`config.mk`:
```
export PLATFORM = sky130hd
export DESIGN_NAME = mc_ctrl
export DESIGN_NICKNAME = d
export VERILOG_FILES = /design/src/rtl/mc_ctrl_pkg.sv /design/src/rtl/mc_ctrl_out.sv /design/src/rtl/mc_ctrl.sv
export SDC_FILE = /design/constraint.sdc
export NUM_CORES = 1
export LEC_CHECK = 0
export ABC_AREA = 1
export BUFFER_PORTS_ARGS = -buffer_cell sky130_fd_sc_hd__clkbuf_2
export CAP_MARGIN = 20
export CELL_PAD_IN_SITES_DETAIL_PLACEMENT = 1
export CELL_PAD_IN_SITES_GLOBAL_PLACEMENT = 1
export CORE_MARGIN = 3
export CORE_UTILIZATION = 24
export DETAILED_ROUTE_END_ITERATION = 6
export GPL_TIMING_DRIVEN = 0
export PLACE_DENSITY = 0.75
export SLEW_MARGIN = 5
export SYNTH_ARGS = -nofsm -noshare
export SYNTH_HDL_FRONTEND = slang
export SYNTH_SLANG_ARGS = --single-unit
```
`constraint.sdc`:
```
create_clock -name clk_i -period 1.6 [get_ports clk_i]
set_input_delay 0.32 -clock clk_i [delete_from_list [all_inputs] [get_ports clk_i]]
set_output_delay 0.32 -clock clk_i [all_outputs]
set_load 0.1 [all_outputs]
```
`src/rtl/mc_ctrl_pkg.sv`:
```
// Shared types and encodings for the multi-cycle MIPS-style control FSM.
package mc_ctrl_pkg;

  typedef enum logic [3:0] {
    StRst      = 4'd0,
    StFetch    = 4'd1,
    StDecode   = 4'd2,
    StMemAddr  = 4'd3,
    StMemRd    = 4'd4,
    StMemWb    = 4'd5,
    StMemWr    = 4'd6,
    StRExec    = 4'd7,
    StRWb      = 4'd8,
    StBranch   = 4'd9,
    StAddiExec = 4'd10,
    StAddiWb   = 4'd11,
    StJump     = 4'd12,
    StJr       = 4'd13
  } state_e;

  localparam logic [5:0] OpRType = 6'b000000;
  localparam logic [5:0] OpLw    = 6'b100011;
  localparam logic [5:0] OpSw    = 6'b101011;
  localparam logic [5:0] OpBeq   = 6'b000100;
  localparam logic [5:0] OpBne   = 6'b000101;
  localparam logic [5:0] OpAddi  = 6'b001000;
  localparam logic [5:0] OpJ     = 6'b000010;
  localparam logic [5:0] FunctJr = 6'b001000;

  localparam logic [1:0] AluAdd   = 2'b00;
  localparam logic [1:0] AluSub   = 2'b01;
  localparam logic [1:0] AluRType = 2'b10;
  localparam logic [1:0] AluAddi  = 2'b11;

  localparam logic [1:0] PcAlu    = 2'b00;
  localparam logic [1:0] PcAluOut = 2'b01;
  localparam logic [1:0] PcJump   = 2'b10;
  localparam logic [1:0] PcRs     = 2'b11;

  localparam logic [1:0] SrcBReg   = 2'b00;
  localparam logic [1:0] SrcBFour  = 2'b01;
  localparam logic [1:0] SrcBImm   = 2'b10;
  localparam logic [1:0] SrcBShift = 2'b11;

  function automatic logic op_legal(input logic [5:0] op);
    case (op)
      OpRType, OpLw, OpSw, OpBeq, OpBne, OpAddi, OpJ: op_legal = 1'b1;
      default:                                       op_legal = 1'b0;
    endcase
  endfunction

endpackage

```
`src/rtl/mc_ctrl_out.sv`:
```
// Moore output decode: current state (plus opcode and memory ready) to datapath controls.
module mc_ctrl_out
  import mc_ctrl_pkg::*;
(
  input  state_e      state_i,
  input  logic [5:0]  opcode_i,
  input  logic        mem_ready_i,
  output logic        pc_write_o,
  output logic        pc_write_cond_o,
  output logic        ir_write_o,
  output logic        reg_write_o,
  output logic        mem_read_o,
  output logic        mem_write_o,
  output logic        iord_o,
  output logic        reg_dst_o,
  output logic        mem_to_reg_o,
  output logic        alu_src_a_o,
  output logic        branch_ne_o,
  output logic [1:0]  alu_src_b_o,
  output logic [1:0]  alu_op_o,
  output logic [1:0]  pc_src_o,
  output logic        instr_done_o,
  output logic        illegal_o
);

  always_comb begin
    pc_write_o      = 1'b0;
    pc_write_cond_o = 1'b0;
    ir_write_o      = 1'b0;
    reg_write_o     = 1'b0;
    mem_read_o      = 1'b0;
    mem_write_o     = 1'b0;
    iord_o          = 1'b0;
    reg_dst_o       = 1'b0;
    mem_to_reg_o    = 1'b0;
    alu_src_a_o     = 1'b0;
    branch_ne_o     = 1'b0;
    alu_src_b_o     = SrcBReg;
    alu_op_o        = AluAdd;
    pc_src_o        = PcAlu;
    instr_done_o    = 1'b0;
    illegal_o       = 1'b0;
    case (state_i)
      StFetch: begin
        mem_read_o  = 1'b1;
        alu_src_b_o = SrcBFour;
        // IR and PC only latch once the fetched word is actually present.
        ir_write_o  = mem_ready_i;
        pc_write_o  = mem_ready_i;
      end
      StDecode: begin
        alu_src_b_o = SrcBShift;
        if (!op_legal(opcode_i)) begin
          illegal_o    = 1'b1;
          instr_done_o = 1'b1;
        end
      end
      StMemAddr: begin
        alu_src_a_o = 1'b1;
        alu_src_b_o = SrcBImm;
      end
      StMemRd: begin
        mem_read_o = 1'b1;
        iord_o     = 1'b1;
      end
      StMemWb: begin
        mem_to_reg_o = 1'b1;
        reg_write_o  = 1'b1;
        instr_done_o = 1'b1;
      end
      StMemWr: begin
        mem_write_o  = 1'b1;
        iord_o       = 1'b1;
        instr_done_o = mem_ready_i;
      end
      StRExec: begin
        alu_src_a_o = 1'b1;
        alu_op_o    = AluRType;
      end
      StRWb: begin
        reg_dst_o    = 1'b1;
        reg_write_o  = 1'b1;
        instr_done_o = 1'b1;
      end
      StBranch: begin
        alu_src_a_o     = 1'b1;
        alu_op_o        = AluSub;
        pc_write_cond_o = 1'b1;
        pc_src_o        = PcAluOut;
        branch_ne_o     = (opcode_i == OpBne);
        instr_done_o    = 1'b1;
      end
      StAddiExec: begin
        alu_src_a_o = 1'b1;
        alu_src_b_o = SrcBImm;
        alu_op_o    = AluAddi;
      end
      StAddiWb: begin
        reg_write_o  = 1'b1;
        instr_done_o = 1'b1;
      end
      StJump: begin
        pc_write_o   = 1'b1;
        pc_src_o     = PcJump;
        instr_done_o = 1'b1;
      end
      StJr: begin
        pc_write_o   = 1'b1;
        pc_src_o     = PcRs;
        instr_done_o = 1'b1;
      end
      default: ;
    endcase
  end

endmodule

```
`src/rtl/mc_ctrl.sv`:
```
// Multi-cycle control FSM: state register and next-state logic; outputs come from mc_ctrl_out.
module mc_ctrl
  import mc_ctrl_pkg::*;
#(
  parameter bit MEM_HANDSHAKE = 1'b1
) (
  input  logic        clk_i,
  input  logic        rst_i,
  input  logic [5:0]  opcode_i,
  input  logic [5:0]  funct_i,
  input  logic        mem_ready_i,
  output logic        pc_write_o,
  output logic        pc_write_cond_o,
  output logic        ir_write_o,
  output logic        reg_write_o,
  output logic        mem_read_o,
  output logic        mem_write_o,
  output logic        iord_o,
  output logic        reg_dst_o,
  output logic        mem_to_reg_o,
  output logic        alu_src_a_o,
  output logic        branch_ne_o,
  output logic [1:0]  alu_src_b_o,
  output logic [1:0]  alu_op_o,
  output logic [1:0]  pc_src_o,
  output logic        instr_done_o,
  output logic        illegal_o,
  output logic [3:0]  state_o
);

  state_e r_state;
  state_e w_state_next;
  logic   w_mem_ready;

  assign w_mem_ready = MEM_HANDSHAKE ? mem_ready_i : 1'b1;
  assign state_o     = r_state;

  always_ff @(posedge clk_i) begin
    if (rst_i) begin
      r_state <= StRst;
    end else begin
      r_state <= w_state_next;
    end
  end

  always_comb begin
    w_state_next = r_state;
    case (r_state)
      StRst:   w_state_next = StFetch;
      StFetch: if (w_mem_ready) w_state_next = StDecode;
      StDecode: begin
        case (opcode_i)
          OpRType:     w_state_next = (funct_i == FunctJr) ? StJr : StRExec;
          OpLw, OpSw:  w_state_next = StMemAddr;
          OpBeq, OpBne: w_state_next = StBranch;
          OpAddi:      w_state_next = StAddiExec;
          OpJ:         w_state_next = StJump;
          default:     w_state_next = StFetch;
        endcase
      end
      // Only lw and sw reach address calculation.
      StMemAddr:  w_state_next = (opcode_i == OpLw) ? StMemRd : StMemWr;
      StMemRd:    if (w_mem_ready) w_state_next = StMemWb;
      StMemWr:    if (w_mem_ready) w_state_next = StFetch;
      StRExec:    w_state_next = StRWb;
      StAddiExec: w_state_next = StAddiWb;
      default:    w_state_next = StFetch;
    endcase
  end

  mc_ctrl_out u_out (
    .state_i         (r_state),
    .opcode_i        (opcode_i),
    .mem_ready_i     (w_mem_ready),
    .pc_write_o      (pc_write_o),
    .pc_write_cond_o (pc_write_cond_o),
    .ir_write_o      (ir_write_o),
    .reg_write_o     (reg_write_o),
    .mem_read_o      (mem_read_o),
    .mem_write_o     (mem_write_o),
    .iord_o          (iord_o),
    .reg_dst_o       (reg_dst_o),
    .mem_to_reg_o    (mem_to_reg_o),
    .alu_src_a_o     (alu_src_a_o),
    .branch_ne_o     (branch_ne_o),
    .alu_src_b_o     (alu_src_b_o),
    .alu_op_o        (alu_op_o),
    .pc_src_o        (pc_src_o),
    .instr_done_o    (instr_done_o),
    .illegal_o       (illegal_o)
  );

endmodule

```
==> results of run 1 <==
-- logic make-up after synthesis --
logic type / Yosys count
compound gates: 15
flops: 4
simple gates: 70
buf+inv: 26
-- through the flow --
step,std cells,TNS (ns),hold WS [ns]
floorplan,115,-5.19,0.373
global placement,180,-2.36,0.529
detailed placement,180,-2.56,0.542
CTS,193,-1.71,0.288
-- repair_timing --
item,CTS
resized for setup,66
setup endpoints to repair,19
cloned,0
pin swaps,8
setup buffers,10
==> impl_metrics.json, run 1 <==
{
  "synth_xor_area_frac": 0,
  "syn-cell-area_um2": 581,
  "worstEndpointType": "primary output",
  "yosysTopAreaCell": "nand2_1",
  "cts.sinks": 4,
  "cts_max_level": 1,
  "pre_cts_slack_ns": -0.570,
  "globalplace.congestion": 0.775,
  "antenna_found_initial": 0,
  "synth-adder-area-share": 0,
  "cts_buffer_depth": 2,
  "yosysUniqueCellTypes": 20,
  "die_w_um": 55.2,
  "cts_root_buf": "clkbuf_4",
  "yosysSeqAreaShare": 0.138,
  "yosys.area_share.simple": 0.541,
  "muxShareOfSynthArea": 0,
  "yosys-top-cells-count": "26 x nand2_1, 21 x nor2_1, 15 x inv_1",
  "ioPinCount": 38,
  "start_util": 0.257,
  "dominantRegCellSynth": "dfxtp_1",
  "ys_ff_latch": 4,
  "place_hpwl_mm": 1.99,
  "syn_inst": 115,
  "synth_top_family_by_area": "simple AND/OR/NAND/NOR gates",
  "synthTopCellsByArea": "nand2_1 17%, dfxtp_1 14%, nor2_1 14%, inv_1 9.7%, nand3_1 7.8%",
  "outcome": "did not finish",
  "fp.dieH_um": 55.2,
  "ys_warn_count": 0,
  "rows": 17,
  "cts_buffers": 3,
  "grt_max_degree": 8,
  "synthMostInstantiatedCell": "nand2_1",
  "port_buffers": 37,
  "synth_top_area_share": 0.168,
  "synth_compound_area_frac": 0.153,
  "synth_edf_count": 0,
  "async_flop_share": 0,
  "syn_nets": 130,
  "crit_endpoint": "instr_done_o",
  "placed_cell_area_um2": 972,
  "avgSynthCellArea_um2": 5.05,
  "firstError": "[ERROR DPL-0033] detailed placement checks failed during check placement.",
  "haltStage": "5_1_grt",
  "ctsHoldBuffers": 0
}
==> run 2, diff against run 1 <==
- CELL_PAD_IN_SITES_DETAIL_PLACEMENT: 1 -> unset
- CELL_PAD_IN_SITES_GLOBAL_PLACEMENT: 1 -> unset
- CORE_AREA: unset -> 3 3 64 66
- CORE_MARGIN: 3 -> unset
- CORE_UTILIZATION: 24 -> unset
- DIE_AREA: unset -> 0 0 67 69
- PLACE_DENSITY: 0.75 -> unset
- PLACE_DENSITY_LB_ADDON: unset -> 0.15
==> run 2 against run 1 <==
  * The flow now finishes, with violations (setup timing)
  * Area after synthesis unchanged
  * Synthesized cell count is the same
==> impl_metrics.json, run 2 <==
{
  "ioPinCount": 38,
  "largest_reg_flops": 4,
  "clk-insertion-delay-late_ns": 0.22,
  "fmax_mhz": 544,
  "yosysTopAreaCell": "nand2_1",
  "p_per_area_nw_per_um2": 1830,
  "critPathLaunch": "state_o[1]",
  "peakVddDrop_mv": 0.551,
  "syn-cell-area_um2": 581,
  "slowest_delay_ns": 0.39,
  "nets": 194,
  "cp_top_family": "simple AND/OR/NAND/NOR gates",
  "drt_wl_total_mm": 2.55,
  "grt_max_degree": 8,
  "ctsHoldBuffers": 0,
  "cp.arrival_ns": 1.52,
  "setup_ws_ns": -0.238,
  "coreArea_um2": 3630,
  "cp-start-kind": "flip-flop",
  "intPower_uw": 1190,
  "cts_buffer_depth": 2,
  "final_common_cell": "nand2_1",
  "min_path_type": "input pin to flip-flop",
  "layout_common_cells": "20 x nand2_1, 17 x clkbuf_2, 17 x buf_4, 14 x nor2_1",
  "drc": 0,
  "wl_per_cell_um": 11.3,
  "crit_top_cell": "inv_6",
  "p_clk_frac": 0.071,
  "totalPowerFinal_uw": 3020,
  "tightestPinTransition_ns": 0.559,
  "synthTopCellsByArea": "nand2_1 17%, dfxtp_1 14%, nor2_1 14%, inv_1 9.7%, nand3_1 7.8%",
  "antenna_found_initial": 0,
  "globalplace.congestion": 0.812,
  "syn_nets": 130,
  "finClkSkew_ns": 0.00186,
  "netSwitchingFraction": 0.606,
  "drt-pass1-iter-count": 4,
  "violations": "setup timing",
  "slowest_stage": "dfxtp_4",
  "grt_pass1_vias": 902,
  "r2r_start": "state_o[3]",
  "grt-ovfl-total": 0,
  "maxCapViolations": 0,
  "ys_ff_latch": 4,
  "vias_per_cell": 4.05,
  "area_delta_synth_final_pct": 184,
  "crit_type": "flip-flop to output port",
  "rsz0062_at_grt": "true",
  "pre_cts_slack_ns": -0.502,
  "yosysUniqueCellTypes": 20,
  "outcome": "complete, but fails checks",
  "finalHoldViolations": 0,
  "drt_iter0_drc": 33,
  "synthMostInstantiatedCell": "nand2_1",
  "yosys-top-cells-count": "26 x nand2_1, 21 x nor2_1, 15 x inv_1",
  "min_period_over_period": 1.15,
  "cp-end-kind": "output port",
  "grt_pass1_wl_mm": 4.00,
  "hp-start": "rst_i",
  "n_antenna_cell": 0,
  "cts_max_level": 1,
  "path_max_fanout": 4,
  "avgSynthCellArea_um2": 5.05,
  "synth_edf_count": 0,
  "min_period_ns": 1.84,
  "fin_tns_setup_ns": -1.67,
  "p_leak_uw": 0.000805,
  "drv_slew": 0,
  "ant_nets": 0,
  "via_count": 912,
  "power_frac_comb": 0.845,
  "place_hpwl_mm": 1.82,
  "drive_above_1_share": 0.650,
  "relSlewSlack": 0.629,
  "port_buffers": 37,
  "cts_root_buf": "clkbuf_8",
  "cts_buffers": 3,
  "start_util": 0.160,
  "worst-path-buf-inv": 4,
  "rows": 22,
  "clk_pin_slew_ns": 0.03,
  "yosysSeqAreaShare": 0.138,
  "setup_violations": 12,
  "cts_tree": "done",
  "die_w_um": 67,
  "dominantRegCellSynth": "dfxtp_1",
  "cp.required_ns": 1.28,
  "fp.dieH_um": 69,
  "synth_top_area_share": 0.168,
  "cts.sinks": 4,
  "async_flop_share": 0,
  "ys_warn_count": 0,
  "design.die.area_um2": 4620,
  "syn_inst": 115,
  "p_sw_uw": 1830,
  "grt_usage": 0.109,
  "crit_path_cell_trace": "inv_6 -> nand2_4 -> inv_6 -> nand2_8 -> inv_6 -> nor4_4 -> o21ai_4 -> clkbuf_16",
  "seqPwrFrac": 0.084
}
-- run 2: final cells by class --
type                       instances  area, µm²
clock buffer                       3       41.3
fill                             344       1990
inverter                          26        135
multi-input combinational         85        646
sequential                         4       95.1
tap                               48       60.1
timing repair buffer              59        671
-- run 2: cell families after synthesis --
kind of cell	count (synthesis)	share of synthesized area
AOI/OAI and AO/OA	15	0.153
buffers and inverters	26	0.168
DFF	4	0.138
and+or+nand+nor	70	0.541
-- run 2: timing repair --
action	CTS	global route
setup buffers	12	10
pin swaps	7	8
gates resized for setup	67	17
endpoints found under the setup margin	19	16
-- run 2: final timing paths --
check / end / slack [ns] / depth (start not counted)
setup / recovery: instr_done_o / -0.24 / 8
setup reg to reg: state_o[0] / 0.15 / 10
hold / removal: state_o[2] / 0.30 / 2
hold reg to reg: state_o[2] / 0.66 / 2
-- run 2: per-layer routing --
layer,GRT usage,share of wire,vias up
li1,-,-,484
met1,0.122,0.39,401
met2,0.195,0.57,23
met3,0.0130,0.035,4
met4,0.0518,0.011,0
met5,0,0,-
-- run 2: power by group through the flow --
stage          registers [µW]  logic (µW)  clock network, µW
6_report                  255        2550                213
2_1_floorplan             444        1310                  0
3_5_place_dp              239        1760                  0
4_1_cts                   248        2340                222
3_3_place_gp              237        1760                  0
5_1_grt                   263        2660                226
-- run 2: metrics by stage --
step	util	hold slack, ns	instances	instance area [µm²]
3_5_place_dp	0.274	0.521	200	997
2_1_floorplan	-	0.373	115	752
3_3_place_gp	0.274	0.524	200	997
4_1_cts	0.410	0.292	215	1490
5_1_grt	0.454	0.307	225	1650
6_report	0.454	0.297	225	1650
-- run 2: worst register-to-register path: stages (launching register included) --
cell	delay, ns
dfxtp_4	0.39
inv_6	0.06
nor2_4	0.19
buf_4	0.16
nand2_4	0.07
o21ai_2	0.09
inv_2	0.07
nand3_1	0.08
nand3_1	0.06
nor2_1	0.12
nor2_1	0.05
(Power assumes the default switching activity.)
==> run 3, diff against run 2 <==
- MAX_ROUTING_LAYER: unset -> met4
==> run 3 against run 2 <==
  * The run still ends with setup timing left
  * Sequential share of layout area did not move
  * Count of clock-buffer cells in the layout did not move
  * Die area did not move
  * Sequential power barely moved
  * Fmax fell by 0.37%
  * Hold slack barely moved
  * Sequential cell count did not move
  * Final area did not move
  * Via count rose by 0.33%
  * Global-route usage rose by 0.32 points
==> impl_metrics.json, run 3 (synthesis gave the netlist of run 2 again) <==
{
  "final_design_area_no_fill_um2": 1650,
  "fill_cells": 344,
  "min_period_ns": 1.84,
  "min_path_type": "input pin to flip-flop",
  "cts_buffers": 3,
  "area_delta_synth_final_pct": 184,
  "drc": 0,
  "violations": "setup timing",
  "peakVddDrop_mv": 0.552,
  "cp_top_family": "simple AND/OR/NAND/NOR gates",
  "cts_buffer_depth": 2,
  "slowest_delay_ns": 0.39,
  "fin_tns_setup_ns": -1.71,
  "grt_pass1_wl_mm": 4.02,
  "placed_cell_area_um2": 997,
  "cts.sinks": 4,
  "clk-insertion-delay-late_ns": 0.22,
  "layout_common_cells": "20 x nand2_1, 17 x clkbuf_2, 17 x buf_4, 14 x nor2_1",
  "die_w_um": 67,
  "finClkSkew_ns": 0.00186,
  "crit_type": "flip-flop to output port",
  "r2r_start": "state_o[3]",
  "hp-start": "rst_i",
  "setup_ws_ns": -0.245,
  "coreArea_um2": 3630,
  "setup_violations": 12,
  "globalplace.congestion": 0.824,
  "vias_per_cell": 4.07,
  "grt_max_degree": 8,
  "cts_max_level": 1,
  "cp-start-kind": "flip-flop",
  "drt_wl_total_mm": 2.58,
  "finalHoldViolations": 0,
  "nets": 194,
  "ctsHoldBuffers": 0,
  "cp-end-kind": "output port",
  "crit_path_cell_trace": "inv_6 -> nand2_4 -> inv_6 -> nand2_8 -> inv_6 -> nor4_4 -> o21ai_4 -> clkbuf_16",
  "crit_top_cell": "inv_6",
  "worst-path-buf-inv": 4,
  "n_antenna_cell": 0,
  "via_count": 915,
  "hold_ws_ns": 0.296,
  "min_period_over_period": 1.15,
  "grt_pass1_vias": 901,
  "relSlewSlack": 0.629,
  "rsz0062_at_grt": "true",
  "p_per_area_nw_per_um2": 1830,
  "grt-ovfl-total": 0,
  "p_leak_uw": 0.000805,
  "ant_nets": 0,
  "design.die.area_um2": 4620,
  "place_hpwl_mm": 1.82,
  "final_common_cell": "nand2_1",
  "drv_slew": 0,
  "fp.dieH_um": 69,
  "tightestPinTransition_ns": 0.559,
  "ff2ff_path_depth": 10,
  "rows": 22,
  "r2r_setup_slack_ns": 0.15,
  "outcome": "complete, but fails checks",
  "cts_root_buf": "clkbuf_8",
  "reg2reg_to": "state_o[0]",
  "ioPinCount": 38,
  "antenna_found_initial": 0,
  "port_buffers": 37,
  "slowest_stage": "dfxtp_4",
  "start_util": 0.160,
  "cp.required_ns": 1.28,
  "drt-pass1-iter-count": 4,
  "grt_usage": 0.112,
  "path_max_fanout": 4,
  "largest_reg_flops": 4,
  "register_area_um2": 95.1,
  "drt_iter0_drc": 44,
  "drive_above_1_share": 0.650,
  "clk_pin_slew_ns": 0.03,
  "maxCapViolations": 0,
  "cts_tree": "done",
  "wl_per_cell_um": 11.4,
  "whs_path_depth": 2,
  "multi_input_area_um2": 646,
  "fmax_mhz": 542,
  "cp.arrival_ns": 1.52,
  "worst_hold_path.endpoint": "state_o[2]"
}
==> run 3: routing by layer <==
layer	wire length, µm	GRT usage	part of all wire
met5	0	-	0
met4	29	0.0518	0.011
met3	85	0.0130	0.033
met2	1440	0.195	0.56
met1	1020	0.123	0.39
==> run 3: worst max path at each step <==
stage | start | end | slack (ns) | cells past startpoint
after CTS | state_o[1] | instr_done_o | -0.22 | 7
after floorplan | state_o[0] | alu_src_a_o | -0.87 | 2
after global placement | state_o[1] | instr_done_o | -0.41 | 8
after global routing | state_o[1] | instr_done_o | -0.30 | 8
final | state_o[1] | instr_done_o | -0.24 | 8
after detailed placement | state_o[1] | instr_done_o | -0.50 | 8
==> run 3: layout make-up <==
type,count,share of cell area
Timing Repair Buffer,59,0.407
Multi-Input combinational cell,85,0.392
Inverter,26,0.0820
Sequential cell,4,0.0577
Tap cell,48,0.0364
Clock buffer,3,0.0251
==> run 3: repair_timing <==
| item | CTS | global route |
|---|---|---|
| endpoints found under the setup margin | 19 | 16 |
| buffers inserted | 12 | 10 |
| gates resized for setup | 67 | 17 |
| pin swaps | 7 | 8 |
==> run 3: where the power goes <==
part / leakage (µW) / total (µW) / internal, µW / switching, µW
Clock: 0.0000216 / 213 / 160 / 52.5
Sequential: 0.0000356 / 256 / 150 / 106
Combinational: 0.000748 / 2550 / 879 / 1670
Total: 0.000805 / 3020 / 1190 / 1830
==> run 3: metrics by stage <==
stage	instances	total power (µW)	util	setup WS, ns
2_1_floorplan	115	1750	-	-0.875
3_3_place_gp	200	1990	0.274	-0.410
6_report	225	3020	0.454	-0.245
5_1_grt	225	3150	0.454	-0.304
4_1_cts	215	2810	0.410	-0.218
3_5_place_dp	200	2000	0.274	-0.502
